`src/rtl/axil_pkg.sv`:
```
// Shared AXI-Lite widths, response codes and the arbiter FSM encoding.
package axil_pkg;

  localparam int AXIL_ADDR_W = 32;
  localparam int AXIL_DATA_W = 32;
  localparam int AXIL_STRB_W = 4;

  typedef enum logic [1:0] {
    OKAY   = 2'b00,
    EXOKAY = 2'b01,
    SLVERR = 2'b10,
    DECERR = 2'b11
  } resp_e;

  typedef enum logic [2:0] {
    IDLE,
    WR,
    WR_RESP,
    RD_ADDR,
    RD_DATA
  } arb_state_e;

endpackage

```
`src/rtl/axil_rr_arb.sv`:
```
// Combinational round-robin picker: first set request after ptr, wrapping.
module axil_rr_arb #(
  parameter int NUM_REQ = 4
) (
  input  logic [NUM_REQ-1:0]         req,
  input  logic [$clog2(NUM_REQ)-1:0] ptr,
  input  logic                       en,
  output logic [NUM_REQ-1:0]         grant,
  output logic [$clog2(NUM_REQ)-1:0] grant_idx,
  output logic                       grant_valid
);

  localparam int IDX_W = $clog2(NUM_REQ);

  logic [IDX_W-1:0] cand;

  always_comb begin
    grant       = '0;
    grant_idx   = '0;
    grant_valid = 1'b0;
    cand        = '0;
    // k = NUM_REQ revisits ptr itself, so the last winner is considered last
    for (int k = 1; k <= NUM_REQ; k++) begin
      cand = IDX_W'((int'(ptr) + k) % NUM_REQ);
      if (en && !grant_valid && req[cand]) begin
        grant_valid = 1'b1;
        grant[cand] = 1'b1;
        grant_idx   = cand;
      end
    end
  end

endmodule

```
`src/rtl/axil_master_arbiter.sv`:
```
// Round-robin sharing of one AXI-Lite master port among NUM_REQ requesters,
// one transaction in flight at a time.
//
// state   | meaning
// IDLE    | arbitrate; grant is req_ready in the same cycle
// WR      | AW and W valid, each dropped on its own handshake
// WR_RESP | bready high, waiting for B
// RD_ADDR | arvalid high, waiting for arready
// RD_DATA | rready high, waiting for R
module axil_master_arbiter
  import axil_pkg::*;
#(
  parameter int         NUM_REQ = 4,
  parameter logic [2:0] PROT    = 3'b000
) (
  input  logic                   aclk,
  input  logic                   areset,
  input  logic [NUM_REQ-1:0]     req_valid,
  output logic [NUM_REQ-1:0]     req_ready,
  input  logic [NUM_REQ-1:0]     req_write,
  input  logic [NUM_REQ*32-1:0]  req_addr,
  input  logic [NUM_REQ*32-1:0]  req_wdata,
  input  logic [NUM_REQ*4-1:0]   req_wstrb,
  output logic [NUM_REQ-1:0]     rsp_valid,
  output logic [31:0]            rsp_rdata,
  output logic [1:0]             rsp_resp,
  output logic [31:0]            axi_awaddr,
  output logic [2:0]             axi_awprot,
  output logic                   axi_awvalid,
  input  logic                   axi_awready,
  output logic [31:0]            axi_wdata,
  output logic [3:0]             axi_wstrb,
  output logic                   axi_wvalid,
  input  logic                   axi_wready,
  input  logic [1:0]             axi_bresp,
  input  logic                   axi_bvalid,
  output logic                   axi_bready,
  output logic [31:0]            axi_araddr,
  output logic [2:0]             axi_arprot,
  output logic                   axi_arvalid,
  input  logic                   axi_arready,
  input  logic [31:0]            axi_rdata,
  input  logic [1:0]             axi_rresp,
  input  logic                   axi_rvalid,
  output logic                   axi_rready
);

  localparam int IDX_W = $clog2(NUM_REQ);

  arb_state_e             state_q, state_d;
  logic [IDX_W-1:0]       ptr_q, owner_q, grant_idx;
  logic [NUM_REQ-1:0]     grant;
  logic                   grant_valid, arb_en;
  logic [AXIL_ADDR_W-1:0] addr_q;
  logic [AXIL_DATA_W-1:0] wdata_q;
  logic [AXIL_STRB_W-1:0] wstrb_q;
  logic                   aw_done_q, w_done_q;
  logic                   aw_fire, w_fire, complete;

  // Gated by reset so req_ready cannot pulse while the block is held in reset
  assign arb_en = (state_q == IDLE) && !areset;

  axil_rr_arb #(.NUM_REQ(NUM_REQ)) u_rr_arb (
    .req         (req_valid),
    .ptr         (ptr_q),
    .en          (arb_en),
    .grant       (grant),
    .grant_idx   (grant_idx),
    .grant_valid (grant_valid)
  );

  assign req_ready  = grant;
  assign axi_awaddr = addr_q;
  assign axi_araddr = addr_q;
  assign axi_wdata  = wdata_q;
  assign axi_wstrb  = wstrb_q;
  assign axi_awprot = PROT;
  assign axi_arprot = PROT;

  always_comb begin
    state_d     = state_q;
    axi_awvalid = 1'b0;
    axi_wvalid  = 1'b0;
    axi_bready  = 1'b0;
    axi_arvalid = 1'b0;
    axi_rready  = 1'b0;
    aw_fire     = 1'b0;
    w_fire      = 1'b0;
    complete    = 1'b0;
    unique case (state_q)
      IDLE: begin
        if (grant_valid) state_d = req_write[grant_idx] ? WR : RD_ADDR;
      end
      WR: begin
        axi_awvalid = !aw_done_q;
        axi_wvalid  = !w_done_q;
        aw_fire     = axi_awvalid && axi_awready;
        w_fire      = axi_wvalid && axi_wready;
        if ((aw_done_q || aw_fire) && (w_done_q || w_fire)) state_d = WR_RESP;
      end
      WR_RESP: begin
        axi_bready = 1'b1;
        if (axi_bvalid) begin
          complete = 1'b1;
          state_d  = IDLE;
        end
      end
      RD_ADDR: begin
        axi_arvalid = 1'b1;
        if (axi_arready) state_d = RD_DATA;
      end
      RD_DATA: begin
        axi_rready = 1'b1;
        if (axi_rvalid) begin
          complete = 1'b1;
          state_d  = IDLE;
        end
      end
      default: state_d = IDLE;
    endcase
  end

  always_ff @(posedge aclk or posedge areset) begin
    if (areset) begin
      state_q   <= IDLE;
      ptr_q     <= IDX_W'(NUM_REQ - 1);
      owner_q   <= '0;
      addr_q    <= '0;
      wdata_q   <= '0;
      wstrb_q   <= '0;
      aw_done_q <= 1'b0;
      w_done_q  <= 1'b0;
      rsp_valid <= '0;
      rsp_rdata <= '0;
      rsp_resp  <= OKAY;
    end else begin
      state_q   <= state_d;
      rsp_valid <= '0;
      if (state_q == IDLE && grant_valid) begin
        ptr_q     <= grant_idx;
        owner_q   <= grant_idx;
        addr_q    <= req_addr[grant_idx*AXIL_ADDR_W +: AXIL_ADDR_W];
        wdata_q   <= req_wdata[grant_idx*AXIL_DATA_W +: AXIL_DATA_W];
        wstrb_q   <= req_wstrb[grant_idx*AXIL_STRB_W +: AXIL_STRB_W];
        aw_done_q <= 1'b0;
        w_done_q  <= 1'b0;
      end
      if (aw_fire) aw_done_q <= 1'b1;
      if (w_fire)  w_done_q  <= 1'b1;
      if (complete) begin
        rsp_valid <= NUM_REQ'(1) << owner_q;
        if (state_q == RD_DATA) begin
          rsp_rdata <= axi_rdata;
          rsp_resp  <= axi_rresp;
        end else begin
          rsp_resp  <= axi_bresp;
        end
      end
    end
  end

endmodule

```
`config.mk`:
```
export PLATFORM = sky130hd
export DESIGN_NAME = axil_master_arbiter
export DESIGN_NICKNAME = d
export VERILOG_FILES = /design/src/rtl/axil_pkg.sv /design/src/rtl/axil_rr_arb.sv /design/src/rtl/axil_master_arbiter.sv
export SDC_FILE = /design/constraint.sdc
export NUM_CORES = 1
export LEC_CHECK = 0
export CAP_MARGIN = 20
export CORE_AREA = 8 8 179 181
export CTS_CLUSTER_SIZE = 16
export DETAILED_ROUTE_END_ITERATION = 10
export DIE_AREA = 0 0 187 189
export DONT_BUFFER_PORTS = 1
export SKIP_CTS_REPAIR_TIMING = 1
export SLEW_MARGIN = 0
export SYNTH_ARGS = -nofsm -noshare
export SYNTH_HDL_FRONTEND = slang
export SYNTH_SLANG_ARGS = --single-unit
export TNS_END_PERCENT = 30
```
`constraint.sdc`:
```
create_clock -name aclk -period 4.1 [get_ports aclk]
set_clock_uncertainty 0.15 [all_clocks]
set_input_delay 0.615 -clock aclk [delete_from_list [all_inputs] [get_ports aclk]]
set_output_delay 0.615 -clock aclk [all_outputs]
set_load 0.02 [all_outputs]
```
==> reports/metrics.cfg <==
[critical_path]
start_kind=flip-flop
crit_top_cell=buf_4
cp-startpoint=ptr_q[0]$_DFFE_PP1P_
critPathSlowestCell=dfstp_2
max_stage_delay_ps=670
cp_max_fo=12
worstRegToRegCells=10
cp-end-kind=output port
crit_type=flip-flop to output port
rrSetupSlack_ps=260
rr_endpoint=axi_wdata[25]$_DFFE_PP0P_
cp.arrival_ps=3110
worst_r2r_startpoint=ptr_q[0]$_DFFE_PP1P_
crit_chain=inv_1, ha_2, buf_4, mux2i_1, nand3_1, a221oi_2, buf_4, a22oi_1, o21ai_2
crit_end=req_ready[0]
worstPathRequired_ps=3340

[sta]
fin_crit_ps=3870
hold_viol=0
max_slew_margin_pct=34.1
drv_slew=0
setup_ws_ps=226
max_freq_mhz=258
rsz0062_at_grt=false
fin_crit_sh_pct=94.5
setup_violations=0
worst_slew_pin_slew_ps=986
setup_tns_ps=0

[logic_synthesis]
synth_warnings=0
synth_cell_type_count=50
synth_seq_area_share_pct=38.5
async_flop_share_pct=100
synth_flop_cell=dfrtp_1
avgSynthCellArea_um2=10.7
netlist_instances=701
synth_edf_count=0
syn-cell-area_mm2=0.00749
ys_seq_elements=115

[route]
via_count=5733
ant_nets=0
firstDrtPassIters=5
drc=0
totalWireLength_mm=27.4
drt_iter0_drc=346
viasPerCell=5.52
wl_per_cell_um=26.4

[floorplan]
die-area_mm2=0.0353
start_util_pct=25.6
dieWidth_um=187
pin_count=476
core_mm2=0.0292
rows=63
dieHeight_um=189

[global_routing]
grt_pass1_wl_mm=39.9
grt-ovfl-total=0
grt_pass1_vias=5906
grtUsageTotal_pct=14.6
antenna_found_initial=6
grt_max_degree=80

[power]
p_per_area_mw_per_mm2=918
p_seq_share_pct=40.9
p_clk_share_pct=18.1
switching_share_pct=48.3
p_leak_uw=0.00347
combPwrFrac_pct=41.0
switchingPower_uw=3630
peakVddDrop_v=0.000338
p_int_uw=3880

[clock_tree]
cts_tree=built
cts_sinks=115
cts_max_level=4
cts.path.max_buffers=2
cts_inserted_buffers=17
cts_root_buf=clkbuf_16
clk_pin_slew_ps=60
clkLatencyLatePin_ps=400

[run_status]
status=finished clean

[final_layout]
fill_cells=3041
synthToLayoutAreaGrowth_pct=9.27
seq_area_mm2=0.00288
most-common-layout-cells=137 x nand3_1, 113 x dfrtp_1, 76 x mux2i_1
multiInputGateArea_mm2=0.00403
fin_nets=962
drive_gt1_share_pct=15.8
final_common_cell=nand3_1

[place]
dp_hpwl_mm=20.9
pre_cts_slack_ps=246
gp_congestion=0.814
numPortBuffers=0

[flow_run]
drv_cap=0

[hold_path]
worstHoldPathType=primary input to async pin

## registers in the layout (all words and copies together), names as in the netlist
name	count
axi_wstrb	4
axi_araddr	32
axi_wdata	32
ptr_q	2
state_q	3
w_done_q	1
rsp_rdata	32
rsp_valid	4
rsp_resp	2
owner_q	2
aw_done_q	1
## area by class of cell
class                           count  area share (%)
Tap cell                          390            5.96
Sequential cell                   115            35.2
Antenna cell                        3          0.0917
Clock buffer                       18            5.24
Multi-Input combinational cell    478            49.2
Clock inverter                     11            1.13
Timing Repair Buffer               18            2.87
Inverter                            5           0.260
## power by group through the flow
| stage | logic [µW] | registers (µW) | clock network, µW |
|---|---|---|---|
| floorplan | 2940 | 2620 | 0 |
| global placement | 3020 | 3100 | 0 |
| detailed placement | 3100 | 3100 | 0 |
| CTS | 3100 | 3100 | 1410 |
| global route | 3340 | 3160 | 1460 |
| finish | 3080 | 3070 | 1360 |
## per-stage QoR
stage | utilization (%) | cells | total power [µW] | hold WS, ps | cell area (µm²)
2_1_floorplan | - | 706 | 5570 | 309 | 7510
3_3_place_gp | 26.1 | 1006 | 6120 | 366 | 7640
3_5_place_dp | 26.1 | 1006 | 6210 | 371 | 7640
4_1_cts | 27.9 | 1035 | 7610 | 159 | 8160
5_1_grt | 28.0 | 1035 | 7960 | 164 | 8180
6_report | 28.0 | 1038 | 7510 | 148 | 8180
## synth_stat cells, types with 2 or more instances
library cell  number  share of area [%]
a22o_1             3               0.35
mux2_2            34                5.1
and2_1             3               0.25
nand2_1           13               0.65
mux2i_1           76                 10
dfrtp_1          113                 38
a21oi_1            3               0.20
nand3_1          137                9.2
nor3b_1            4               0.40
buf_6              7                1.1
buf_4             42                4.2
ha_1               4               0.67
o21ai_0            7               0.47
mux2_1            67                 10
a22oi_1            8               0.80
a211o_1            2               0.23
nor2b_1            4               0.33
inv_1              4               0.20
clkbuf_1          42                2.1
o21ai_1            2               0.13
dfstp_2            2               0.70
nand2b_1           4               0.33
a2111oi_0          2               0.23
a221o_1           68                9.1
buf_2             15                1.0
a211oi_1           2               0.20
nor2_1             5               0.25
nor3_1             4               0.27
mux4_2             3               0.90
## cells by family after synthesis
kind of cell             share of synthesized area [%]
other                                           0.0501
AND/OR/NAND/NOR                                   12.7
AO/OA/AOI/OAI                                     13.0
multiplexers                                      26.2
buffers and inverters                             8.87
adder cells (fa/ha/maj)                          0.668
flip-flops                                        38.5
## critical path: cells and delay by family, from the launching register on
| kind | cells | cell delay [ps] |
|---|---|---|
| compound gates | 3 | 560 |
| simple gates | 1 | 150 |
| flops | 1 | 670 |
| fa+ha+maj | 1 | 420 |
| buf+inv | 3 | 600 |
| mux | 1 | 300 |
## routing by layer
layer	share of wire [%]	up-vias	GRT usage, %
met3	10	28	6.13
li1	-	2497	-
met4	1.9	2	4.03
met1	37	2819	16.1
met2	51	387	25.7
met5	0.047	-	0
## worst min-delay path by stage
stage,start,to,slack (ps),cells after the start
6_report,areset,state_q[1]$_DFFE_PP0P_,150,1
4_1_cts,axi_arready,state_q[2]$_DFFE_PP0P_,160,1
5_1_grt,axi_arready,state_q[2]$_DFFE_PP0P_,160,1
2_1_floorplan,owner_q[1]$_DFFE_PP0P_,rsp_valid[1]$_DFF_PP0_,310,1
3_5_place_dp,aw_done_q$_DFFE_PP0P_,aw_done_q$_DFFE_PP0P_,370,1
3_3_place_gp,aw_done_q$_DFFE_PP0P_,aw_done_q$_DFFE_PP0P_,370,1
Power figures use the tool's default switching activity.
